## src/rtl/p_mc_pkg.sv

```systemverilog
// Shared encodings for the multicycle MIPS control FSM: states, opcodes and
// datapath select codes.
package p_mc_pkg;

  localparam int unsigned ST_W  = 4;
  localparam int unsigned OPC_W = 6;

  typedef enum logic [ST_W-1:0] {
    ST_FETCH  = 4'd0,
    ST_DECODE = 4'd1,
    ST_MEMADR = 4'd2,
    ST_MEMRD  = 4'd3,
    ST_MEMWB  = 4'd4,
    ST_MEMWR  = 4'd5,
    ST_EXEC   = 4'd6,
    ST_ALUWB  = 4'd7,
    ST_BRANCH = 4'd8,
    ST_IMMEX  = 4'd9,
    ST_IMMWB  = 4'd10,
    ST_JUMP   = 4'd11,
    ST_HALT   = 4'd12
  } state_e;

  localparam logic [OPC_W-1:0] OP_R    = 6'd0;
  localparam logic [OPC_W-1:0] OP_LW   = 6'd35;
  localparam logic [OPC_W-1:0] OP_SW   = 6'd43;
  localparam logic [OPC_W-1:0] OP_BEQ  = 6'd4;
  localparam logic [OPC_W-1:0] OP_ADDI = 6'd8;
  localparam logic [OPC_W-1:0] OP_ORI  = 6'd13;
  localparam logic [OPC_W-1:0] OP_J    = 6'd2;

  localparam logic [1:0] ALUOP_ADD   = 2'b00;
  localparam logic [1:0] ALUOP_SUB   = 2'b01;
  localparam logic [1:0] ALUOP_FUNCT = 2'b10;
  localparam logic [1:0] ALUOP_OR    = 2'b11;

  localparam logic [1:0] SRCB_B     = 2'b00;
  localparam logic [1:0] SRCB_4     = 2'b01;
  localparam logic [1:0] SRCB_IMM   = 2'b10;
  localparam logic [1:0] SRCB_IMMSH = 2'b11;

  localparam logic [1:0] PCSRC_ALU    = 2'b00;
  localparam logic [1:0] PCSRC_ALUOUT = 2'b01;
  localparam logic [1:0] PCSRC_JUMP   = 2'b10;

  // Datapath strobe bundle produced each cycle by the FSM decode
  typedef struct packed {
    logic       pc_write;
    logic       pc_write_cond;
    logic       iord;
    logic       mem_read;
    logic       mem_write;
    logic       ir_write;
    logic       mem_to_reg;
    logic       reg_dst;
    logic       reg_write;
    logic       alu_src_a;
    logic [1:0] alu_src_b;
    logic [1:0] alu_op;
    logic [1:0] pc_src;
    logic       illegal;
    logic       instr_done;
  } ctrl_t;

endpackage

```

## src/rtl/p_mc_timeout.sv

```systemverilog
// Memory wait-state counter; flags expiry on the last permitted wait cycle.
module p_mc_timeout #(
  parameter int unsigned LIMIT = 16,
  parameter int unsigned W     = 5
) (
  input  logic clk,
  input  logic rst_n,
  input  logic clr,
  input  logic en,
  output logic expired_c
);

  logic [W-1:0] cnt_q;

  always_ff @(posedge clk or negedge rst_n) begin
    if (!rst_n) begin
      cnt_q <= '0;
    end else if (clr) begin
      cnt_q <= '0;
    end else if (en && !expired_c) begin
      cnt_q <= cnt_q + W'(1);
    end
  end

  // LIMIT of zero means the access may wait forever
  generate
    if (LIMIT == 0) begin : g_no_limit
      assign expired_c = 1'b0;
    end else begin : g_limit
      assign expired_c = (cnt_q == W'(LIMIT - 1));
    end
  endgenerate

endmodule

```

## src/rtl/p_multicycle_control.sv

```systemverilog
// Multicycle MIPS control FSM: sequences fetch/decode/execute/memory/writeback
// with a memory ready handshake, bounded wait and sticky bus-error halt.
module p_multicycle_control
  import p_mc_pkg::*;
#(
  parameter int unsigned OP_W          = 6,
  parameter int unsigned ALUOP_W       = 2,
  parameter int unsigned MEM_HANDSHAKE = 1,
  parameter int unsigned MEM_TIMEOUT   = 16,
  parameter int unsigned TMO_W         = 5
) (
  input  logic               P_clk,
  input  logic               P_rst_n,
  input  logic [OP_W-1:0]    P_op,
  input  logic               P_mem_ready,
  output logic               P_PCWrite,
  output logic               P_PCWriteCond,
  output logic               P_IorD,
  output logic               P_MemRead,
  output logic               P_MemWrite,
  output logic               P_IRWrite,
  output logic               P_MemtoReg,
  output logic               P_RegDst,
  output logic               P_RegWrite,
  output logic               P_ALUSrcA,
  output logic [1:0]         P_ALUSrcB,
  output logic [ALUOP_W-1:0] P_ALUOp,
  output logic [1:0]         P_PCSrc,
  output logic [3:0]         P_state,
  output logic               P_illegal,
  output logic               P_bus_error,
  output logic               P_instr_done
);

  localparam int unsigned TMO_LIMIT = (MEM_HANDSHAKE != 0) ? MEM_TIMEOUT : 0;

  state_e           state_q, state_d;
  logic [OPC_W-1:0] op_c, op_q;
  logic             active_q;
  logic             bus_error_q;
  logic             rdy_c;
  logic             tmo_clr_c, tmo_en_c, tmo_expired_c;
  ctrl_t            ctrl_c;

  assign rdy_c = (MEM_HANDSHAKE != 0) ? P_mem_ready : 1'b1;
  assign op_c  = OPC_W'(P_op);

  p_mc_timeout #(
    .LIMIT (TMO_LIMIT),
    .W     (TMO_W)
  ) u_timeout (
    .clk       (P_clk),
    .rst_n     (P_rst_n),
    .clr       (tmo_clr_c),
    .en        (tmo_en_c),
    .expired_c (tmo_expired_c)
  );

  // active_q holds the FSM idle (strobes low) until the first edge after reset
  always_ff @(posedge P_clk or negedge P_rst_n) begin
    if (!P_rst_n) begin
      state_q     <= ST_FETCH;
      op_q        <= '0;
      active_q    <= 1'b0;
      bus_error_q <= 1'b0;
    end else begin
      active_q <= 1'b1;
      state_q  <= state_d;
      if (active_q && (state_q == ST_DECODE)) begin
        op_q <= op_c;
      end
      if (active_q && (state_d == ST_HALT)) begin
        bus_error_q <= 1'b1;
      end
    end
  end

  // Next-state and strobe decode; memory states may be Mealy on ready
  always_comb begin
    state_d   = state_q;
    ctrl_c    = '0;
    tmo_clr_c = 1'b1;
    tmo_en_c  = 1'b0;
    if (active_q) begin
      case (state_q)
        ST_FETCH: begin
          ctrl_c.mem_read  = 1'b1;
          ctrl_c.alu_src_b = SRCB_4;
          ctrl_c.alu_op    = ALUOP_ADD;
          ctrl_c.pc_src    = PCSRC_ALU;
          ctrl_c.ir_write  = rdy_c;
          ctrl_c.pc_write  = rdy_c;
          tmo_clr_c        = rdy_c;
          tmo_en_c         = !rdy_c;
          if (rdy_c)              state_d = ST_DECODE;
          else if (tmo_expired_c) state_d = ST_HALT;
        end
        ST_DECODE: begin
          ctrl_c.alu_src_b = SRCB_IMMSH;
          ctrl_c.alu_op    = ALUOP_ADD;
          case (op_c)
            OP_R:           state_d = ST_EXEC;
            OP_LW, OP_SW:   state_d = ST_MEMADR;
            OP_BEQ:         state_d = ST_BRANCH;
            OP_ADDI, OP_ORI: state_d = ST_IMMEX;
            OP_J:           state_d = ST_JUMP;
            default: begin
              ctrl_c.illegal    = 1'b1;
              ctrl_c.instr_done = 1'b1;
              state_d           = ST_FETCH;
            end
          endcase
        end
        ST_MEMADR: begin
          ctrl_c.alu_src_a = 1'b1;
          ctrl_c.alu_src_b = SRCB_IMM;
          ctrl_c.alu_op    = ALUOP_ADD;
          state_d          = (op_q == OP_LW) ? ST_MEMRD : ST_MEMWR;
        end
        ST_MEMRD: begin
          ctrl_c.mem_read = 1'b1;
          ctrl_c.iord     = 1'b1;
          tmo_clr_c       = rdy_c;
          tmo_en_c        = !rdy_c;
          if (rdy_c)              state_d = ST_MEMWB;
          else if (tmo_expired_c) state_d = ST_HALT;
        end
        ST_MEMWB: begin
          ctrl_c.mem_to_reg = 1'b1;
          ctrl_c.reg_write  = 1'b1;
          ctrl_c.instr_done = 1'b1;
          state_d           = ST_FETCH;
        end
        ST_MEMWR: begin
          ctrl_c.mem_write  = 1'b1;
          ctrl_c.iord       = 1'b1;
          ctrl_c.instr_done = rdy_c;
          tmo_clr_c         = rdy_c;
          tmo_en_c          = !rdy_c;
          if (rdy_c)              state_d = ST_FETCH;
          else if (tmo_expired_c) state_d = ST_HALT;
        end
        ST_EXEC: begin
          ctrl_c.alu_src_a = 1'b1;
          ctrl_c.alu_src_b = SRCB_B;
          ctrl_c.alu_op    = ALUOP_FUNCT;
          state_d          = ST_ALUWB;
        end
        ST_ALUWB: begin
          ctrl_c.reg_dst    = 1'b1;
          ctrl_c.reg_write  = 1'b1;
          ctrl_c.instr_done = 1'b1;
          state_d           = ST_FETCH;
        end
        ST_BRANCH: begin
          ctrl_c.alu_src_a     = 1'b1;
          ctrl_c.alu_src_b     = SRCB_B;
          ctrl_c.alu_op        = ALUOP_SUB;
          ctrl_c.pc_write_cond = 1'b1;
          ctrl_c.pc_src        = PCSRC_ALUOUT;
          ctrl_c.instr_done    = 1'b1;
          state_d              = ST_FETCH;
        end
        ST_IMMEX: begin
          ctrl_c.alu_src_a = 1'b1;
          ctrl_c.alu_src_b = SRCB_IMM;
          ctrl_c.alu_op    = (op_q == OP_ORI) ? ALUOP_OR : ALUOP_ADD;
          state_d          = ST_IMMWB;
        end
        ST_IMMWB: begin
          ctrl_c.reg_write  = 1'b1;
          ctrl_c.instr_done = 1'b1;
          state_d           = ST_FETCH;
        end
        ST_JUMP: begin
          ctrl_c.pc_write   = 1'b1;
          ctrl_c.pc_src     = PCSRC_JUMP;
          ctrl_c.instr_done = 1'b1;
          state_d           = ST_FETCH;
        end
        ST_HALT: state_d = ST_HALT;
        default: state_d = ST_FETCH;
      endcase
    end
  end

  assign P_PCWrite     = ctrl_c.pc_write;
  assign P_PCWriteCond = ctrl_c.pc_write_cond;
  assign P_IorD        = ctrl_c.iord;
  assign P_MemRead     = ctrl_c.mem_read;
  assign P_MemWrite    = ctrl_c.mem_write;
  assign P_IRWrite     = ctrl_c.ir_write;
  assign P_MemtoReg    = ctrl_c.mem_to_reg;
  assign P_RegDst      = ctrl_c.reg_dst;
  assign P_RegWrite    = ctrl_c.reg_write;
  assign P_ALUSrcA     = ctrl_c.alu_src_a;
  assign P_ALUSrcB     = ctrl_c.alu_src_b;
  assign P_ALUOp       = ALUOP_W'(ctrl_c.alu_op);
  assign P_PCSrc       = ctrl_c.pc_src;
  assign P_illegal     = ctrl_c.illegal;
  assign P_instr_done  = ctrl_c.instr_done;
  assign P_state       = 4'(state_q);
  assign P_bus_error   = bus_error_q;

endmodule

```

## config.mk

```make
export PLATFORM = sky130hd
export DESIGN_NAME = p_multicycle_control
export DESIGN_NICKNAME = d
export VERILOG_FILES = /design/src/rtl/p_mc_pkg.sv /design/src/rtl/p_mc_timeout.sv /design/src/rtl/p_multicycle_control.sv
export SDC_FILE = /design/constraint.sdc
export NUM_CORES = 1
export LEC_CHECK = 0
export BUFFER_PORTS_ARGS = -buffer_cell sky130_fd_sc_hd__buf_4
export CAP_MARGIN = 10
export CORE_MARGIN = 3
export CORE_UTILIZATION = 47
export CTS_CLUSTER_DIAMETER = 80
export CTS_CLUSTER_SIZE = 20
export DETAILED_ROUTE_END_ITERATION = 10
export PLACE_DENSITY = 0.71
export SYNTH_ARGS = -nofsm -noshare
export SYNTH_HDL_FRONTEND = slang
export SYNTH_SLANG_ARGS = --single-unit
```

## constraint.sdc

```tcl
create_clock -name P_clk -period 6.05 [get_ports P_clk]
set_input_delay 1.21 -clock P_clk [delete_from_list [all_inputs] [get_ports P_clk]]
set_output_delay 1.21 -clock P_clk [all_outputs]
set_load 0.005 [all_outputs]
```

==> flow_summary_export.csv <==
group,metric,value,unit
synthesis,synthXorXnorAreaFrac,0.05031,
synthesis,synth-seq-area-share,0.3055,
floorplanning,die_h,60.43,µm
clocking,post_cts_buffers,0,
clocking,cts_max_level,1,
power,p_comb_frac,0.320,
power,powerDensity,204.0,nW/µm²
critical_path,startpoint,"P_op[2]",
synthesis,synth_compound_area_frac,0.1869,
synthesis,synth_top_family_by_area,"simple AND/OR/NAND/NOR gates",
placed_design,numPortBuffers,31,
run,cap_viol_max_count,0,
synthesis,synth_area,1393,µm²
synthesis,synthCells,162,
synthesis,synth.area.mux_share,0.05571,
timing,setup_tns,0,ns
final_layout,drive_gt1_frac,0.2473,
synthesis,synth-adder-area-share,0.02516,
power,cellLeakagePower,0.0007288,µW
clocking,path_clk_slew,0.09,ns
final_layout,fillers,267,
clocking,numCtsBuffers,3,
synthesis,syn_nets,173,
route,wl_per_cell,14.49,µm
route,drt_iter0_markers,49,
synthesis,yosys.area_share.simple,0.2857,
clocking,ctsResizeCount,0,
global_routing,grt_max_degree,20,
synthesis,synth_flop_cell,"dfrtp_1",
critical_path,endpoint_kind,"primary output",
critical_path,criticalPathCategory,"input pin to primary output",
clocking,cts_tree,"done",
final_layout,fin_nets,194,
min_path,hold_class,"flop to flop",
power,swShare,0.3336,
route,num_vias,1240,
placed_design,hpwl,2367,µm
critical_path,timing.reg2reg.worst_path_depth,5,
power,switchingPower,108.6,µW
critical_path,arrival,2.69,ns
final_layout,area_growth,14.56,%
floorplanning,row_count,19,
floorplanning,pin_count,32,
floorplanning,core_region_area,2781,µm²
synthesis,ys_types,56,
route,first_pass_iters,4,
route,finalWirelength,3086,µm
synthesis,async_flop_share,1.000,
clocking,root_buffer,"clkbuf_4",
timing,post-route-period-util,0.6449,
critical_path,reg2reg_from,"P_state[0]",
clocking,clockBufferDepth,2,
floorplanning,initial_core_util,0.5007,
critical_path,cp.required,4.84,ns
clocking,cts.sinks,17,
placed_design,gp_congestion,0.8389,
min_path,hold_depth,2,
global_routing,grt_pass1_wl,5057,µm
global_routing,grt_overflow,0,
synthesis,synth_edf_count,0,
power,power.share.clock,0.176,
clocking,cts_hold_buf,0,
route,viasPerCell,5.822,
timing,hold_violations,0,
timing,tightest_slew,0.6214,ns
min_path,min_from,"P_bus_error",
global_routing,grt_usage,0.1798,
floorplanning,die_area,3652,µm²
timing,min_period,3.902,ns
timing,fmaxAchievable,256.3,MHz
timing,rsz0062_at_grt,"false",
synthesis,ys_warn_count,0,
power,internal_power,216.9,µW
synthesis,avgSynthCellArea,8.596,µm²
power,vdd_drop_max,188.3,µV
route,ant_nets,0,
global_routing,antenna_found_initial,0,
floorplanning,die_w,60.43,µm
timing,clock_skew,0.004990,ns
final_layout,fin_area,1595,µm²
critical_path,path_max_fanout,9,
critical_path,worstSetupStartpointType,"input pin",
route,drcViolationCount,0,
final_layout,diodes,0,
placed_design,place_area,1568,µm²
synthesis,synth-seq-cells,17,
outcome,outcome,"complete, no violations",
timing,setup_viol,0,
power,pwr-share-seq,0.504,
timing,slew_violations,0,
timing,maxSlewHeadroom,0.5858,
global_routing,grt_pass1_vias,1136,
clocking,clock_latency,0.29,ns
cells in the mapped netlist, types with 4 or more instances:
library cell   n  share of area
nand2_1        6          0.016
inv_1          7          0.019
and3_1         4          0.018
xnor2_1        4          0.025
xor2_1         4          0.025
buf_4          4          0.022
dfrtp_1       17           0.31
nand3_1        5          0.018
mux2_2         6          0.049
a21oi_1        4          0.014
nor2_1        16          0.043
nor3_1         8          0.029
nand2b_1       7          0.031
nor2b_1        4          0.018
o21ai_0        7          0.025
clkbuf_1       6          0.016
logic make-up after synthesis:
family          Yosys count
flops                    17
mux                       7
fa+ha+maj                 3
compound gates           35
other cells               1
buf+inv                  22
xor+xnor                  8
simple gates             69
metrics by stage:
| step | instances | util | total power [µW] | worst slack [ns] | hold WS [ns] |
|---|---|---|---|---|---|
| 6_report | 213 | 0.5735 | 325.5 | 2.148 | 0.4775 |
| 4_1_cts | 213 | 0.5735 | 329.7 | 2.137 | 0.4817 |
| 3_3_place_gp | 209 | 0.5637 | 267.4 | 2.169 | 0.4519 |
| 5_1_grt | 213 | 0.5735 | 348.8 | 1.988 | 0.5078 |
| 2_1_floorplan | 162 | - | 239.1 | 2.326 | 0.4562 |
| 3_5_place_dp | 209 | 0.5637 | 271.0 | 2.142 | 0.4458 |
state kept, by name, indices dropped and copies added (netlist names):
signal           flops
P_bus_error          1
u_timeout.cnt_q      5
P_state              4
active_q             1
op_q                 6
power groups by stage:
| stage | Sequential [µW] | Combinational, µW | Clock [µW] |
|---|---|---|---|
| after global placement | 165 | 102 | 0 |
| after floorplan | 153 | 86.0 | 0 |
| after CTS | 164 | 105 | 60.8 |
| after detailed placement | 166 | 105 | 0 |
| after global routing | 169 | 116 | 63.9 |
| final | 164 | 104 | 57.3 |
per-layer routing:
metal / part of all wire / global-route usage / wire, µm
met1: 0.46 / 0.2527 / 1415
met2: 0.46 / 0.2886 / 1419
met3: 0.069 / 0.02128 / 213
met4: 0.012 / 0.06192 / 38
met5: 0 / 0 / 0
cell type report:
cell class	count	area, µm²	area share
Clock buffer	3	22.52	0.01412
Clock inverter	1	5.005	0.003137
Inverter	7	26.28	0.01647
Multi-Input combinational cell	123	844.6	0.5294
Sequential cell	17	425.4	0.2667
Tap cell	31	38.79	0.02431
Timing Repair Buffer	31	232.7	0.1459
cell usage in the layout, fill, tap and decap left out, types with 2 or more instances in the layout:
master | Yosys | routed
a21oi_1 | 4 | 4
a31oi_1 | 3 | 3
a32o_1 | 2 | 2
and3_1 | 4 | 4
and3b_1 | 2 | 2
buf_4 | 4 | 31
clkbuf_4 | 0 | 3
dfrtp_1 | 17 | 17
ha_1 | 2 | 2
inv_1 | 7 | 7
mux2_2 | 6 | 6
nand2_1 | 6 | 6
nand2b_1 | 7 | 7
nand3_1 | 5 | 5
nand4_1 | 2 | 2
nand4b_1 | 2 | 2
nor2_1 | 16 | 16
nor2b_1 | 4 | 4
nor3_1 | 8 | 8
o21ai_0 | 7 | 7
o31ai_1 | 2 | 2
or3_1 | 3 | 3
xnor2_1 | 4 | 4
xor2_1 | 4 | 4
final timing paths:
kind                                 to  slack (ns)
max                        P_instr_done        2.15
min                         P_bus_error        0.48
max reg2reg                 P_bus_error        3.85
min reg2reg                 P_bus_error        0.48
max in group asynchronous       op_q[2]        5.11
min in group asynchronous      active_q        0.76
critical path, cell delays in order:
cell,delay [ns]
buf_4,0.14
maj3_1,0.34
or3_1,0.30
a21oi_1,0.18
o221ai_1,0.15
a22o_1,0.25
buf_4,0.13
No activity file was read; power rests on OpenSTA's default activity.
